==> config.mk <==
export PLATFORM = sky130hd
export DESIGN_NAME = video_stream_src
export DESIGN_NICKNAME = d
export VERILOG_FILES = /design/src/rtl/video_timing_pkg.sv /design/src/rtl/video_pattern_gen.sv /design/src/rtl/video_stream_src.sv
export SDC_FILE = /design/constraint.sdc
export NUM_CORES = 1
export LEC_CHECK = 0
export ABC_AREA = 1
export ABC_CLOCK_PERIOD_IN_PS = 3400
export CORE_UTILIZATION = 40
export DETAILED_ROUTE_END_ITERATION = 10
export PLACE_DENSITY = 0.62
export SLEW_MARGIN = 20
export SYNTH_ARGS = -nofsm -noshare
export SYNTH_HDL_FRONTEND = slang
export SYNTH_SLANG_ARGS = --single-unit
==> constraint.sdc <==
create_clock -name clk -period 3.4 [get_ports clk]
set_input_delay 0.51 -clock clk [delete_from_list [all_inputs] [get_ports clk]]
set_output_delay 0.51 -clock clk [all_outputs]
set_load 0.02 [all_outputs]
==> src/rtl/video_timing_pkg.sv <==
// Shared timing constants and encodings for the luma video source.
//  - Default 1600x900 raster timing (active, front porch, sync, back porch) and totals.
//  - Counter widths for the horizontal (11-bit) and vertical (10-bit) position.
//  - Test-pattern select encodings and the source FSM state type.
package video_timing_pkg;

    localparam int unsigned H_ACTIVE_DEF = 1600;
    localparam int unsigned H_FP_DEF     = 48;
    localparam int unsigned H_SYNC_DEF   = 32;
    localparam int unsigned H_BP_DEF     = 80;
    localparam int unsigned V_ACTIVE_DEF = 900;
    localparam int unsigned V_FP_DEF     = 3;
    localparam int unsigned V_SYNC_DEF   = 5;
    localparam int unsigned V_BP_DEF     = 18;

    localparam int unsigned H_TOTAL_DEF = H_ACTIVE_DEF + H_FP_DEF + H_SYNC_DEF + H_BP_DEF;
    localparam int unsigned V_TOTAL_DEF = V_ACTIVE_DEF + V_FP_DEF + V_SYNC_DEF + V_BP_DEF;

    localparam int unsigned HCNT_W = 11;
    localparam int unsigned VCNT_W = 10;

    localparam logic [1:0] PAT_SOLID   = 2'd0;
    localparam logic [1:0] PAT_HRAMP   = 2'd1;
    localparam logic [1:0] PAT_VRAMP   = 2'd2;
    localparam logic [1:0] PAT_CHECKER = 2'd3;

    typedef enum logic [0:0] {
        StIdle,
        StRun
    } src_state_e;

endpackage

==> src/rtl/video_pattern_gen.sv <==
// Combinational synthetic luma pattern generator.
// Configuration macro: VIDEO_SRC_CHECKER_EN enables the 8x8 checkerboard on pattern 3;
// without it pattern 3 produces 0x00.
// Ports:
//  h_i          in  8  low byte of the horizontal position
//  v_i          in  8  low byte of the vertical position
//  frame_cnt_i  in  8  low byte of the completed-frame counter
//  pat_i        in  2  pattern select (PAT_* encodings)
//  y_o          out 8  luma for this position (not gated by data valid)
module video_pattern_gen
    import video_timing_pkg::*;
(
    input  logic [7:0] h_i,
    input  logic [7:0] v_i,
    input  logic [7:0] frame_cnt_i,
    input  logic [1:0] pat_i,
    output logic [7:0] y_o
);

    // Only the low bytes matter: the ramps wrap at 8 bits and the checker uses bit 3.
    always_comb begin
        y_o = 8'h00;
        unique case (pat_i)
            PAT_SOLID:   y_o = 8'h80;
            PAT_HRAMP:   y_o = h_i + frame_cnt_i;
            PAT_VRAMP:   y_o = v_i + frame_cnt_i;
            PAT_CHECKER: begin
`ifdef VIDEO_SRC_CHECKER_EN
                y_o = (h_i[3] ^ v_i[3]) ? 8'hFF : 8'h00;
`else
                y_o = 8'h00;
`endif
            end
            default:     y_o = 8'h00;
        endcase
    end

endmodule

==> src/rtl/video_stream_src.sv <==
// Luma video stream source: raster timing counters, run/idle FSM and registered outputs
// feeding the 2D FIR filter. Starts and stops only on frame boundaries.
// Configuration macro: VIDEO_SRC_CHECKER_EN (passed through to video_pattern_gen).
// Ports:
//  clk          in   1  pixel clock
//  rst          in   1  synchronous active-high reset
//  en_i         in   1  run request, honoured in idle and at the last clock of a frame
//  pat_sel_i    in   2  pattern select, latched at pixel (0,0)
//  y_o          out  8  luma, 0x00 outside the active area
//  dv_o         out  1  data valid (active area)
//  hs_o         out  1  horizontal sync, polarity per SYNC_POL
//  vs_o         out  1  vertical sync (whole lines), polarity per SYNC_POL
//  sof_o        out  1  pulse with pixel (0,0)
//  frame_cnt_o  out 16  completed-frame counter
module video_stream_src
    import video_timing_pkg::*;
#(
    parameter int unsigned H_ACTIVE = H_ACTIVE_DEF,
    parameter int unsigned H_FP     = H_FP_DEF,
    parameter int unsigned H_SYNC   = H_SYNC_DEF,
    parameter int unsigned H_BP     = H_BP_DEF,
    parameter int unsigned V_ACTIVE = V_ACTIVE_DEF,
    parameter int unsigned V_FP     = V_FP_DEF,
    parameter int unsigned V_SYNC   = V_SYNC_DEF,
    parameter int unsigned V_BP     = V_BP_DEF,
    parameter bit          SYNC_POL = 1'b1
) (
    input  logic        clk,
    input  logic        rst,
    input  logic        en_i,
    input  logic [1:0]  pat_sel_i,
    output logic [7:0]  y_o,
    output logic        dv_o,
    output logic        hs_o,
    output logic        vs_o,
    output logic        sof_o,
    output logic [15:0] frame_cnt_o
);

    localparam int unsigned HTotal = H_ACTIVE + H_FP + H_SYNC + H_BP;
    localparam int unsigned VTotal = V_ACTIVE + V_FP + V_SYNC + V_BP;

    localparam logic [HCNT_W-1:0] HLast     = HCNT_W'(HTotal - 1);
    localparam logic [HCNT_W-1:0] HAct      = HCNT_W'(H_ACTIVE);
    localparam logic [HCNT_W-1:0] HSyncBeg  = HCNT_W'(H_ACTIVE + H_FP);
    localparam logic [HCNT_W-1:0] HSyncEnd  = HCNT_W'(H_ACTIVE + H_FP + H_SYNC);
    localparam logic [VCNT_W-1:0] VLast     = VCNT_W'(VTotal - 1);
    localparam logic [VCNT_W-1:0] VAct      = VCNT_W'(V_ACTIVE);
    localparam logic [VCNT_W-1:0] VSyncBeg  = VCNT_W'(V_ACTIVE + V_FP);
    localparam logic [VCNT_W-1:0] VSyncEnd  = VCNT_W'(V_ACTIVE + V_FP + V_SYNC);

    src_state_e          state_q, state_d;
    logic [HCNT_W-1:0]   h_q, h_d;
    logic [VCNT_W-1:0]   v_q, v_d;
    logic [15:0]         fc_q, fc_d;
    logic [1:0]          pat_q, pat_d;

    logic [7:0]          y_q, y_d;
    logic                dv_q, dv_d;
    logic                hs_q, hs_d;
    logic                vs_q, vs_d;
    logic                sof_q, sof_d;

    logic                run;
    logic                at_origin;
    logic [1:0]          pat_eff;
    logic [7:0]          pat_y;

    assign run       = (state_q == StRun);
    assign at_origin = (h_q == '0) && (v_q == '0);
    // Pixel (0,0) must already use the newly selected pattern, so bypass pat_q there.
    assign pat_eff   = at_origin ? pat_sel_i : pat_q;

    video_pattern_gen u_pattern_gen (
        .h_i         (h_q[7:0]),
        .v_i         (v_q[7:0]),
        .frame_cnt_i (fc_q[7:0]),
        .pat_i       (pat_eff),
        .y_o         (pat_y)
    );

    // Next-state: FSM and raster counters.
    always_comb begin
        state_d = state_q;
        h_d     = h_q;
        v_d     = v_q;
        fc_d    = fc_q;
        pat_d   = pat_q;
        unique case (state_q)
            StIdle: begin
                h_d = '0;
                v_d = '0;
                if (en_i) begin
                    state_d = StRun;
                end
            end
            StRun: begin
                pat_d = pat_eff;
                if (h_q == HLast) begin
                    h_d = '0;
                    if (v_q == VLast) begin
                        v_d  = '0;
                        fc_d = fc_q + 16'd1;
                        if (!en_i) begin
                            state_d = StIdle;
                        end
                    end else begin
                        v_d = v_q + VCNT_W'(1);
                    end
                end else begin
                    h_d = h_q + HCNT_W'(1);
                end
            end
            default: state_d = StIdle;
        endcase
    end

    // Output decode of the current counters; registered below, hence the one-clock lag.
    always_comb begin
        dv_d  = run && (h_q < HAct) && (v_q < VAct);
        hs_d  = run && (h_q >= HSyncBeg) && (h_q < HSyncEnd);
        vs_d  = run && (v_q >= VSyncBeg) && (v_q < VSyncEnd);
        sof_d = run && at_origin;
        y_d   = dv_d ? pat_y : 8'h00;
    end

    always_ff @(posedge clk) begin
        if (rst) begin
            state_q <= StIdle;
            h_q     <= '0;
            v_q     <= '0;
            fc_q    <= '0;
            pat_q   <= PAT_SOLID;
            y_q     <= 8'h00;
            dv_q    <= 1'b0;
            hs_q    <= ~SYNC_POL;
            vs_q    <= ~SYNC_POL;
            sof_q   <= 1'b0;
        end else begin
            state_q <= state_d;
            h_q     <= h_d;
            v_q     <= v_d;
            fc_q    <= fc_d;
            pat_q   <= pat_d;
            y_q     <= y_d;
            dv_q    <= dv_d;
            hs_q    <= SYNC_POL ? hs_d : ~hs_d;
            vs_q    <= SYNC_POL ? vs_d : ~vs_d;
            sof_q   <= sof_d;
        end
    end

    assign y_o         = y_q;
    assign dv_o        = dv_q;
    assign hs_o        = hs_q;
    assign vs_o        = vs_q;
    assign sof_o       = sof_q;
    assign frame_cnt_o = fc_q;

endmodule

==> metrics, run 1 <==
post-placement cell area=3750 sq um; die area=8790 sq um; Synth Net Count=509; Setup crit end kind=register; mux cell area share after synthesis=0%; Syn Area/Cell=6.93 sq um; P per Cell Area=294 nW/um^2; gp weighted congestion=0.908; Total Routed Length=7680 um; Core Area=8180 sq um; Post-synth EDFFs=0; root buffer cell=clkbuf_8; post-synthesis compound-gate area fraction=9.62%; Netlist cell types=35; CTS tree=yes; via count=3076; ys flop type=dfxtp_1; Reg clk slew, reported paths=100 ps; Die Span X=93.7 um; port bufs=32; IO Count=33; Worst R2R Start=v_q[0]; grt ovf=0; worst-path maximum fanout=10; main combinational cell family by area after synthesis=simple AND/OR/NAND/NOR gates; Final period util=88.6%; Sink Count=52; end of the worst hold path=h_q[0]; worst slew pin tran=370 ps; Sw Share=23.9%; sequential area share after synthesis=30.9%; Initial Utilization=41.2%; Worst Path Class, Setup=reg2reg; Worst R2R Setup Slack=390 ps; Final Cell Area=3860 sq um; r2r worst-path depth=17; Sequential Power Share=54.8%; final cell utilization of the core=47.3%; Final Hold Vio Count=0; Die H=93.7 um; GRT Total Usage=18.4%; minimum clock period=3010 ps; post-DP HPWL=5850 um; CP required=3610 ps; CTS Buf Count=5; Post-Synth Simple-Gate Area=38.5%; antenna fix cells=0; largest area contributor in the netlist=dfxtp_1; Setup Skew=7.97 ps; via density per instance=4.93; Max Clk Rate=0.332 GHz; HP Start=h_q[0]; CTS max path bufs=2; yosys warns=0; Internal Pwr Total=864 uW; Gate Count Post-Synth=486; WP data arrival=3220 ps; reg2reg end=y_o[4]; standby leakage power=1.55 nW; Clock Power Share=37.9%; pin count of the biggest net entering global routing=22; H-tree depth=2; post-synthesis adder-cell area fraction=6.91%; Slew Limit Fails=0; layout cells sized above 1=11.8%; vias in the first global route=2786; Antenna Nets Post-Route=0; hold depth=1; initial antenna violation count=0; Routed WL per cell=12.3 um; drt first pass iters=4; switching pwr=271 uW; kind of path behind the tightest hold check=reg2reg; Synth top area share=30.9%; Setup crit start kind=register; Rows=33; RSZ-0062 raised after global routing=false; first-pass GRT wire length=12800 um; post-synthesis xor/xnor area fraction=4.42%; FF+latch count, synth=52; Async S/R FF share, synth=0%; Synth area leaders=dfxtp_1 (31%), nand2_1 (15%), nor2_1 (6.4%); combinational share of power=7.3%; status=completed; Iteration-0 DRC Markers=81; worst-skew pair later-pin latency=300 ps; relative slew slack=75.2%; Layout Nets=541; Final Setup Violations=0; total negative slack=0 ps; residual DRC count=0; Layout area overhead=14.8%; Mapped Area=3370 sq um; CTS Hold Buffers Added=0; maximum VDD drop=0.173 mV; max cap viols=0
[power groups by stage]
stage	Sequential (mW)	Combinational, mW	Clock (mW)
after floorplan	0.639	0.0535	0
after global placement	0.636	0.0818	0
after detailed placement	0.636	0.0814	0
after CTS	0.622	0.0826	0.447
after global routing	0.623	0.0927	0.469
final	0.622	0.0832	0.430
[cells by family (layout without fill, tap and decap cells)]
group / Yosys count / after routing
flops: 52 / 52
xor+xnor: 17 / 17
buf+inv: 71 / 104
simple gates: 273 / 273
compound gates: 55 / 55
fa+ha+maj: 18 / 18
[critical path, cell delays in order, from the launching register on]
cell     delay (ps)
dfxtp_1         370
inv_1           140
ha_1            170
nand3_1         100
nor2_1          150
nand3_1         110
nand2_1          80
nand2_1          80
inv_1           120
ha_2            280
nand2_1          70
o21ai_0          80
ha_1            190
inv_1            60
fa_1            410
o31ai_1         300
xnor2_1         150
nor2_1           60
[cells in the mapped netlist (7+ instances only)]
library cell / number
a21oi_1: 18
a21oi_2: 11
dfxtp_1: 52
ha_1: 17
inv_1: 54
nand2_1: 131
nand2_2: 14
nand3_1: 30
nand4_1: 13
nor2_1: 57
o21ai_0: 16
o21ai_1: 7
xor2_1: 14
[worst max-delay path by stage]
| stage | startpoint | end | slack, ps | depth (start not counted) |
|---|---|---|---|---|
| floorplan | v_q[0] | y_o[4] | 540 | 18 |
| global placement | pat_sel_i[0] | y_o[4] | 340 | 12 |
| detailed placement | pat_sel_i[0] | y_o[4] | 330 | 12 |
| CTS | v_q[0] | y_o[4] | 340 | 17 |
| global route | v_q[0] | y_o[4] | 80 | 17 |
| finish | v_q[0] | y_o[4] | 390 | 17 |
[flip-flops by register name, indices dropped and copies added (netlist names)]
signal / flops
run: 1
frame_cnt_o: 16
sof_o: 1
dv_o: 1
pat_q: 2
y_o: 8
hs_o: 1
h_q: 11
vs_o: 1
v_q: 10
[cells in the final DEF, fill, tap and decap left out, types with 3 or more instances in the layout]
cell type,instances
ha_1,16
nand2_2,14
clkdlybuf4s50_1,32
inv_2,6
nor3_1,6
nor2_2,5
a21oi_2,11
nor3b_1,4
xnor2_1,3
clkbuf_8,5
o21ai_1,7
o21ai_0,16
nand3_1,30
nor2_4,4
buf_4,4
xor2_1,14
dfxtp_1,52
inv_1,54
nand2_1,131
nand4_1,13
a21oi_1,18
nor2_1,57
[area by class of cell]
| cell class | count | area (sq um) |
|---|---|---|
| Inverter | 60 | 225 |
| Tap cell | 105 | 131 |
| Clock buffer | 5 | 68.8 |
| Multi-Input combinational cell | 363 | 2010 |
| Clock inverter | 3 | 42.5 |
| Timing Repair Buffer | 36 | 350 |
| Sequential cell | 52 | 1040 |
| Fill cell | 826 | 4310 |
[layer usage]
layer  GRT usage [%]  share of wire (%)  vias to the layer above
met5               0                  0                        -
met4            6.79                2.4                        0
met3            3.64                4.7                       18
met2            30.8                 45                       81
met1            23.3                 48                     1368
li1                -                  -                     1609
[timing repair]
item / CTS / global route
endpoints found under the setup margin: 0 / 1
setup buffers: 0 / 0
gates resized for setup: 0 / 1
[through the flow]
stage	hold WS [ps]	total power [mW]	cells	worst slack (ps)
floorplan	430	0.692	486	540
global placement	442	0.718	616	344
detailed placement	455	0.718	616	327
CTS	479	1.15	624	341
global route	497	1.19	624	81.9
finish	480	1.13	624	387
No activity file was read; power rests on OpenSTA's default activity.
==> run 2, diff against run 1 <==
--- a/config.mk
+++ b/config.mk
@@ -7,10 +7,12 @@
 export LEC_CHECK = 0
 export ABC_AREA = 1
 export ABC_CLOCK_PERIOD_IN_PS = 3400
+export CORE_ASPECT_RATIO = 2
 export CORE_UTILIZATION = 40
 export DETAILED_ROUTE_END_ITERATION = 10
-export PLACE_DENSITY = 0.62
+export PLACE_DENSITY = 0.63
 export SLEW_MARGIN = 20
 export SYNTH_ARGS = -nofsm -noshare
 export SYNTH_HDL_FRONTEND = slang
+export SYNTH_HIERARCHICAL = 1
 export SYNTH_SLANG_ARGS = --single-unit
==> metrics, run 2 <==
antenna fix cells=0 (unchanged); Setup crit end kind=register (unchanged); most common cell after layout, fill and taps aside=nand2_1 (unchanged); via count=3109 (was 3076); Sequential Power Share=47.9% (was 54.8%); worst-path maximum fanout=11 (was 10); Die H=128 um (was 93.7 um); post-DP HPWL=6450 um (was 5850 um); CTS tree=yes (unchanged); Post-synth EDFFs=0 (unchanged); Iteration-0 DRC Markers=148 (was 81); multi-input logic area=1840 sq um (was 2010 sq um); Layout Nets=540 (was 541); most frequent cells in the layout=nand2_1 (136), nor2_1 (65), inv_1 (61) (was nand2_1 (131), nor2_1 (57), inv_1 (54)); Worst R2R Start=v_q[5] (was v_q[0]); CTS max path bufs=2 (unchanged); maximum VDD drop=0.266 mV (was 0.173 mV); vias in the first global route=3036 (was 2786); relative slew slack=68.7% (was 75.2%); Internal Pwr Total=1.00 mW (was 864 uW); largest area contributor in the netlist=dfxtp_1 (unchanged); worst slack at placement=127 ps (was 327 ps); Synth Net Count=501 (was 509); Mapped Area=3180 sq um (was 3370 sq um); Final Hold Vio Count=0 (unchanged); CTS Buf Count=5 (unchanged); total negative slack=0 ps (unchanged); Worst Path Class, Setup=reg2reg (unchanged); final cell utilization of the core=49.5% (was 47.3%); Worst Hold Slack=510 ps (was 480 ps); gp weighted congestion=0.930 (was 0.908); combinational share of power=8.3% (was 7.3%); Setup Skew=7.24 ps (was 7.97 ps); post-synthesis adder-cell area fraction=6.92% (was 6.91%); worst setup margin=375 ps (was 387 ps); Final period util=89.0% (was 88.6%); Routed WL per cell=13.3 um (was 12.3 um); Synth area leaders=dfxtp_1 (33%), nand2_1 (16%), nor2_1 (7.9%) (was dfxtp_1 (31%), nand2_1 (15%), nor2_1 (6.4%)); FF+latch count, synth=52 (unchanged); initial antenna violation count=0 (unchanged); drt first pass iters=4 (unchanged); layout cells sized above 1=10.2% (was 11.8%); Initial Utilization=41.5% (was 41.2%); residual DRC count=0 (unchanged); Async S/R FF share, synth=0% (unchanged); count leader, synth=nand2_1 (unchanged); placed cell count=605 (was 616); worst slew pin tran=469 ps (was 370 ps); sequential area share after synthesis=32.7% (was 30.9%); Overall Power=1.31 mW (was 1.13 mW); end of the worst hold path=h_q[0] (unchanged); Rows=45 (was 33); hold depth=1 (unchanged); max cap viols=0 (unchanged); pin count of the biggest net entering global routing=20 (was 22); ys flop type=dfxtp_1 (unchanged); post-placement cell area=3620 sq um (was 3750 sq um); minimum clock period=3030 ps (was 3010 ps); reg2reg end=y_o[6] (was y_o[4]); die area=8330 sq um (was 8790 sq um); Antenna Nets Post-Route=0 (unchanged); Core Area=7660 sq um (was 8180 sq um); post-synthesis xor/xnor area fraction=3.30% (was 4.42%); Largest register FFs=16 (unchanged); Fill cells=832 (was 826); WP data arrival=3210 ps (was 3220 ps); main combinational cell family by area after synthesis=simple AND/OR/NAND/NOR gates (unchanged); Max Clk Rate=0.331 GHz (was 0.332 GHz); port bufs=32 (unchanged); Final Setup Violations=0 (unchanged); Worst R2R Setup Slack=370 ps (was 390 ps); RSZ-0062 raised after global routing=false (unchanged); Commonest cells post-synth=nand2_1 (136), nor2_1 (67), inv_1 (62) (was nand2_1 (131), nor2_1 (57), inv_1 (54)); Gate Count Post-Synth=479 (was 486); Non-Filler Instances=613 (was 624); CP required=3590 ps (was 3610 ps); Post-CTS Setup Bufs=0 (unchanged); P per Cell Area=345 nW/um^2 (was 294 nW/um^2); IO Count=33 (unchanged); Syn Area/Cell=6.64 sq um (was 6.93 sq um); H-tree depth=2 (unchanged); HP Start=h_q[0] (unchanged); GRT Total Usage=21.1% (was 18.4%); Reg clk slew, reported paths=70 ps (was 100 ps); status=completed (unchanged); Synth top area share=32.7% (was 30.9%); Final Cell Area=3790 sq um (was 3860 sq um); worst-skew pair later-pin latency=290 ps (was 300 ps); via density per instance=5.07 (was 4.93); Die Span X=65.1 um (was 93.7 um); post-synthesis compound-gate area fraction=9.24% (was 9.62%); root buffer cell=clkbuf_16 (was clkbuf_8); yosys warns=6 (was 0); Post-Synth Simple-Gate Area=38.2% (was 38.5%); grt ovf=0 (unchanged); Setup crit start kind=register (unchanged); Clock Power Share=43.8% (was 37.9%); Total Routed Length=8160 um (was 7680 um); standby leakage power=1.58 nW (was 1.55 nW); Slew Limit Fails=0 (unchanged); r2r worst-path depth=19 (was 17); switching pwr=306 uW (was 271 uW); Netlist cell types=33 (was 35); Sink Count=52 (unchanged); first-pass GRT wire length=13400 um (was 12800 um); kind of path behind the tightest hold check=reg2reg (unchanged); FF/Latch Area=1040 sq um (unchanged); Sw Share=23.3% (was 23.9%); mux cell area share after synthesis=0% (unchanged); Layout area overhead=19.3% (was 14.8%)
-- run 2: cell types whose count changed after synthesis, sizes merged, moves of 3 or more --
cell	change
nor3b	-3
o21ai	-7
a21oi	+4
inv	+4
or2	+3
xor2	-4
buf	-3
-- run 2: worst max path at each step --
stage / startpoint / to / slack [ps] / depth (start not counted)
2_1_floorplan: v_q[2] / y_o[6] / 640 / 16
3_3_place_gp: v_q[2] / y_o[6] / 200 / 19
3_5_place_dp: v_q[2] / y_o[6] / 130 / 18
4_1_cts: v_q[2] / y_o[5] / 80 / 19
5_1_grt: v_q[1] / y_o[6] / 8 / 21
6_report: v_q[5] / y_o[6] / 370 / 19
-- run 2: worst max-delay path, stage by stage (launching register included) --
cell     delay, ps
dfxtp_1        390
inv_2          130
nand2_1         70
nor2_2         250
nand3_1        170
nand2_1        110
nand2_1         70
inv_1           80
ha_2           300
nand2_1         90
nand2_1         70
ha_1           150
inv_1           50
fa_1           420
o21ai_2        220
nand2_2         80
a21oi_1        130
nor2_1          60
inv_1           40
nor2_1          30
-- run 2: power groups by stage --
stage	Sequential, mW	Combinational (mW)	Clock, mW
detailed placement	0.641	0.107	0
floorplan	0.644	0.0712	0
CTS	0.627	0.108	0.597
global route	0.628	0.123	0.615
finish	0.627	0.109	0.574
global placement	0.641	0.106	0
-- run 2: logic make-up after synthesis --
family          Yosys count
buf+inv                  73
flops                    52
xor+xnor                 12
simple gates            274
compound gates           51
fa+ha+maj                17
-- run 2: routing by layer --
metal	up-vias	part of all wire, %	GRT usage (%)
li1	1591	-	-
met1	1445	36	18.5
met2	48	57	42.1
met3	25	1.9	2.85
met4	0	5.1	13.6
met5	-	0	0
-- run 2: area by class of cell --
| cell class | count | share of cell area, % |
|---|---|---|
| sequential | 52 | 27.4 |
| tap | 94 | 3.10 |
| clock inverter | 2 | 0.923 |
| multi-input combinational | 354 | 48.6 |
| clock buffer | 6 | 3.40 |
| inverter | 64 | 6.33 |
| timing repair buffer | 41 | 10.2 |
-- run 2: repair_timing --
item,CTS,global route
gates resized for setup,0,4
hold buffers,0,0
setup endpoints to repair,0,6
